### config.mk
export PLATFORM = sky130hd
export DESIGN_NAME = param_logic_accum
export DESIGN_NICKNAME = d
export VERILOG_FILES = /design/src/rtl/param_logic_accum.sv
export SDC_FILE = /design/constraint.sdc
export NUM_CORES = 1
export LEC_CHECK = 0
export ABC_AREA = 1
export CAP_MARGIN = 10
export CORE_MARGIN = 4
export CORE_UTILIZATION = 40
export DETAILED_ROUTE_END_ITERATION = 10
export PLACE_DENSITY = 0.72
export SETUP_SLACK_MARGIN = 0.15
export SLEW_MARGIN = 5
export SYNTH_ARGS = -nofsm -noshare
export SYNTH_HDL_FRONTEND = slang
export SYNTH_SLANG_ARGS = --single-unit
### constraint.sdc
create_clock -name clk -period 3.3 [get_ports clk]
set_input_delay 0.66 -clock clk [delete_from_list [all_inputs] [get_ports clk]]
set_output_delay 0.66 -clock clk [all_outputs]
set_load 0.02 [all_outputs]
### src/rtl/param_logic_accum.sv
// param_logic_accum: registered bitwise gate (AND/OR/XOR/XNOR) with a per-beat mode and a
// frame-checksum mode that XOR-folds beat results. Define PARAM_LOGIC_ACCUM_PARITY_EN to add out_parity.
module param_logic_accum #(
    parameter int WIDTH = 4,
    parameter int CNT_W = 8
) (
    input  logic             clk,
    input  logic             rst_n,
    input  logic             in_valid,
    output logic             in_ready,
    input  logic [WIDTH-1:0] in_a,
    input  logic [WIDTH-1:0] in_b,
    input  logic             in_last,
    input  logic [1:0]       op,
    input  logic             mode,
    output logic             out_valid,
    input  logic             out_ready,
    output logic [WIDTH-1:0] out_data,
    output logic [CNT_W-1:0] out_count
`ifdef PARAM_LOGIC_ACCUM_PARITY_EN
    ,
    output logic             out_parity
`endif
);

    typedef enum logic [0:0] {
        S_IDLE = 1'b0,
        S_ACC  = 1'b1
    } state_t;

    function automatic logic [WIDTH-1:0] bitwise_op(input logic [1:0] sel,
                                                    input logic [WIDTH-1:0] a,
                                                    input logic [WIDTH-1:0] b);
        logic [WIDTH-1:0] res;
        case (sel)
            2'b00:   res = a & b;
            2'b01:   res = a | b;
            2'b10:   res = a ^ b;
            2'b11:   res = ~(a ^ b);
            default: res = {WIDTH{1'b0}};
        endcase
        return res;
    endfunction

    // The beat counter sticks at its all-ones value instead of wrapping.
    function automatic logic [CNT_W-1:0] sat_inc(input logic [CNT_W-1:0] c);
        logic [CNT_W-1:0] res;
        if (c == {CNT_W{1'b1}}) begin
            res = c;
        end else begin
            res = c + CNT_W'(1'b1);
        end
        return res;
    endfunction

`ifdef PARAM_LOGIC_ACCUM_PARITY_EN
    function automatic logic parity_fn(input logic [WIDTH-1:0] d);
        return ^d;
    endfunction
`endif

    state_t           state_r, state_nxt_s;
    logic [WIDTH-1:0] acc_r, acc_nxt_s;
    logic [CNT_W-1:0] cnt_r, cnt_nxt_s;
    logic [1:0]       op_q_r, op_q_nxt_s;
    logic             out_valid_r;
    logic [WIDTH-1:0] out_data_r;
    logic [CNT_W-1:0] out_count_r;
`ifdef PARAM_LOGIC_ACCUM_PARITY_EN
    logic             out_parity_r;
`endif

    logic             accept_s;
    logic             release_s;
    logic [1:0]       op_sel_s;
    logic [WIDTH-1:0] beat_res_s;
    logic [CNT_W-1:0] cnt_inc_s;
    logic             load_s;
    logic [WIDTH-1:0] load_data_s;
    logic [CNT_W-1:0] load_count_s;

    assign in_ready   = !out_valid_r || out_ready;
    assign accept_s   = in_valid && in_ready;
    assign release_s  = out_valid_r && out_ready;
    // Inside an open frame the latched op wins so a frame is folded with a single operation.
    assign op_sel_s   = (state_r == S_ACC) ? op_q_r : op;
    assign beat_res_s = bitwise_op(op_sel_s, in_a, in_b);
    assign cnt_inc_s  = sat_inc(cnt_r);

    assign out_valid  = out_valid_r;
    assign out_data   = out_data_r;
    assign out_count  = out_count_r;
`ifdef PARAM_LOGIC_ACCUM_PARITY_EN
    assign out_parity = out_parity_r;
`endif

    // Next-state, accumulator update and output-load decision.
    always_comb begin
        state_nxt_s  = state_r;
        acc_nxt_s    = acc_r;
        cnt_nxt_s    = cnt_r;
        op_q_nxt_s   = op_q_r;
        load_s       = 1'b0;
        load_data_s  = beat_res_s;
        load_count_s = CNT_W'(1'b1);
        case (state_r)
            S_IDLE: begin
                if (accept_s) begin
                    if (mode && !in_last) begin
                        acc_nxt_s   = beat_res_s;
                        cnt_nxt_s   = CNT_W'(1'b1);
                        op_q_nxt_s  = op;
                        state_nxt_s = S_ACC;
                    end else begin
                        load_s = 1'b1;
                    end
                end else begin
                    state_nxt_s = S_IDLE;
                end
            end
            S_ACC: begin
                if (accept_s) begin
                    if (in_last) begin
                        load_s       = 1'b1;
                        load_data_s  = acc_r ^ beat_res_s;
                        load_count_s = cnt_inc_s;
                        acc_nxt_s    = {WIDTH{1'b0}};
                        cnt_nxt_s    = {CNT_W{1'b0}};
                        state_nxt_s  = S_IDLE;
                    end else begin
                        acc_nxt_s = acc_r ^ beat_res_s;
                        cnt_nxt_s = cnt_inc_s;
                    end
                end else begin
                    state_nxt_s = S_ACC;
                end
            end
            default: begin
                state_nxt_s = S_IDLE;
                acc_nxt_s   = {WIDTH{1'b0}};
                cnt_nxt_s   = {CNT_W{1'b0}};
            end
        endcase
    end

    // Frame state registers.
    always_ff @(posedge clk or negedge rst_n) begin
        if (!rst_n) begin
            state_r <= S_IDLE;
            acc_r   <= {WIDTH{1'b0}};
            cnt_r   <= {CNT_W{1'b0}};
            op_q_r  <= 2'b00;
        end else begin
            state_r <= state_nxt_s;
            acc_r   <= acc_nxt_s;
            cnt_r   <= cnt_nxt_s;
            op_q_r  <= op_q_nxt_s;
        end
    end

    // Single output register: a load overrides a same-cycle release, otherwise it holds.
    always_ff @(posedge clk or negedge rst_n) begin
        if (!rst_n) begin
            out_valid_r  <= 1'b0;
            out_data_r   <= {WIDTH{1'b0}};
            out_count_r  <= {CNT_W{1'b0}};
`ifdef PARAM_LOGIC_ACCUM_PARITY_EN
            out_parity_r <= 1'b0;
`endif
        end else if (load_s) begin
            out_valid_r  <= 1'b1;
            out_data_r   <= load_data_s;
            out_count_r  <= load_count_s;
`ifdef PARAM_LOGIC_ACCUM_PARITY_EN
            out_parity_r <= parity_fn(load_data_s);
`endif
        end else if (release_s) begin
            out_valid_r <= 1'b0;
        end else begin
            out_valid_r <= out_valid_r;
        end
    end

endmodule

==> summary.md <==
| Metric | Value |
|---|---|
| DR vias | 1531 |
| Final Setup Violations | 0 |
| Global-route wire length before repair | 6150 µm |
| PortBufs | 29 |
| CP max stage delay | 0.60 ns |
| Tmin final | 2.52 ns |
| Worst Clk Skew | 0.00467 ns |
| Fillers | 396 |
| CTS tree | done |
| Peak supply drop | 0.376 mV |
| Critical Path AT | 1.86 ns |
| H-tree depth | 1 |
| Cell count after synthesis | 230 |
| Library cells used by synthesis | 24 |
| Total CTS buffers | 3 |
| Number of global-route vias before repair | 1351 |
| FF+latch count, synth | 28 |
| Final wirelength | 3530 µm |
| Synth Area in Adders | 0.0651 |
| Sink Count | 28 |
| Ys async rst share | 1.00 |
| ANT nets after route | 0 |
| Max_slew headroom | 0.647 |
| Post-synth top cells | nand2_1 (73), inv_1 (35), dfrtp_1 (28) |
| Final Hold Fails | 0 |
| Share of layout cells above drive strength 1 | 0.0608 |
| Initial antenna violation count | 0 |
| I/O pin count | 30 |
| Critical path fanouts, max | 2 |
| Placeable Area | 0.00409 mm² |
| Placer Congestion | 0.822 |
| Total GRT Usage | 0.143 |
| Worst path cell trace | clkdlybuf4s50_1 -> inv_1 -> nand2_1 -> clkdlybuf4s50_1 |
| Post-route cell area | 0.00215 mm² |
| Synth top area share | 0.405 |
| Syn avg cell area | 7.52 µm² |
| Simple logic cell fraction of the synthesized area | 0.285 |
| Initial Utilization | 0.423 |
| Worst Hold Class | reg2reg |
| Largest net degree at the start of global routing | 29 |
| Clock Latency Late Sink | 0.28 ns |
| Placed Area | 0.00208 mm² |
| Mapped Nets | 255 |
| EDFF count, synth | 0 |
| Synth Area in Compound Gates | 0.129 |
| Final Cycle Share | 0.763 |
| Setup repair bufs after CTS | 0 |
| Met3 routed WL | 169 µm |
| Hold buffers post-CTS | 0 |
| Cell mode on critical path | clkdlybuf4s50_1 |
| Root Buffer | clkbuf_8 |
| Nets | 289 |
| Die area | 0.00544 mm² |
| Total length of routed met2 wires | 1530 µm |
| Unrepaired setup endpoints after global routing | false |
| Detailed Place HPWL | 2660 µm |
| Top FF cell, synth | dfrtp_1 |
| Total power | 1390 µW |
| Mapped Area | 0.00173 mm² |
| Crit Path Class | in2out |
| Horizontal die dimension | 73.8 µm |
| Crit. End Element | primary output |
| Required arrival time at the worst endpoint | 2.64 ns |
| Synth warn | 0 |
| Worst Max-Slew Pin Slew | 0.528 ns |
| Clock Path Buffers | 2 |
| Pre-Repair DR Iteration Count | 4 |
| Vias per inst | 4.89 |
| Largest family of logic cells by synthesized area | simple AND/OR/NAND/NOR gates |
| Clock transition at the registers of the reported paths | 0.10 ns |
| Setup TNS | 0 ns |
| Slew Viols, Final | 0 |
| Worst setup SP type | input port |
| Slowest CP cell | clkdlybuf4s50_1 |
| Most frequent cell after synthesis | nand2_1 |
| Synth area leader | dfrtp_1 |
| Max_cap viols | 0 |
| Final core occ | 0.526 |
| Initial detailed-routing violation count | 49 |
| Status | finished clean |
| Height of the chip | 73.8 µm |
| Max Used Layer | met4 |
| Wirelength per Cell | 11.3 µm |
| Area Overhead vs Synth | 24.3% |
| Seq/Total Area, Yosys | 0.405 |
| Top cells by area, synth | dfrtp_1 (41%), nand2_1 (16%), inv_1 (7.6%) |
| Row Count | 23 |
| Mux contribution to synthesized area | 0.00651 |
| DRC | 0 |
| Diodes inserted | 0 |
| Resized cells post-CTS | 0 |
| Total grt overflow | 0 |
| Post-Synth XOR/XNOR Area | 0.0203 |
| M1 WL | 1790 µm |
| Lkg Pwr | 0.00111 µW |
| Min Hold Slack | 0.496 ns |
| Highest clock rate | 397 MHz |
| Pwr Density | 646 mW/mm² |
-- final cells by class --
cell class	instances	area, µm²	share of cell area
Clock buffer	3	41.3	0.0192
Tap cell	50	62.6	0.0291
Sequential cell	28	701	0.326
Inverter	36	135	0.0629
Multi-Input combinational cell	164	875	0.407
Timing Repair Buffer	31	305	0.142
Clock inverter	1	30.0	0.0140
-- registers in the layout, indices dropped and copies added, names as in the netlist --
register	cells
cnt_r	8
out_data	4
out_valid	1
state_r	1
op_q_r	2
out_count	8
acc_r	4
-- critical path, delay by kind of cell --
kind / cells / cell delay (ns)
buf+inv: 3 / 1.12
simple gates: 1 / 0.08
-- cells by family after synthesis --
| kind of cell | Yosys count |
|---|---|
| AND/OR/NAND/NOR | 114 |
| multiplexers | 1 |
| XOR/XNOR | 4 |
| flip-flops | 28 |
| AO/OA/AOI/OAI | 36 |
| buffers and inverters | 38 |
| adder cells (fa/ha/maj) | 9 |
-- metal layers --
layer | vias up | GRT usage
met1 | 699 | 0.211
li1 | 801 | -
met4 | 0 | 0.0423
met3 | 5 | 0.0246
met5 | - | 0
met2 | 26 | 0.214
-- worst paths after layout --
kind                                  start     endpoint  slack, ns  depth (start not counted)
worst min register to register  out_data[3]  out_data[3]       0.50                          2
min in group asynchronous             rst_n     cnt_r[6]       0.74                          2
max in group asynchronous             rst_n      state_r       2.29                          2
worst min-delay path            out_data[3]  out_data[3]       0.50                          2
worst max register to register      state_r  out_data[2]       1.52                          9
worst max-delay path              out_ready     in_ready       0.78                          4
-- placed cells by master (no fill, tap or decap), types with 2 or more instances in the layout --
cell,instances
nand2_4,2
o21bai_1,4
a21oi_1,7
a22o_1,3
xor2_1,3
inv_1,35
buf_4,2
nor2_4,2
clkbuf_8,3
dfrtp_1,28
nand2_1,73
ha_1,9
nand3_1,22
clkdlybuf4s50_1,29
nand2_2,2
nor2_1,12
o21ai_0,18
-- power by group --
group / internal [µW] / switching, µW / leakage, µW / total, µW
clock: 163 / 110 / 0.0000357 / 273
sequential: 441 / 76.6 / 0.000360 / 518
combinational: 245 / 354 / 0.000719 / 599
-- per-stage QoR --
stage | setup WS, ns | instances
4_1_cts | 0.773 | 313
6_report | 0.784 | 313
3_3_place_gp | 0.789 | 309
5_1_grt | 0.723 | 313
3_5_place_dp | 0.782 | 309
2_1_floorplan | 1.67 | 230
Note: power is estimated with default switching activity, not from simulation.
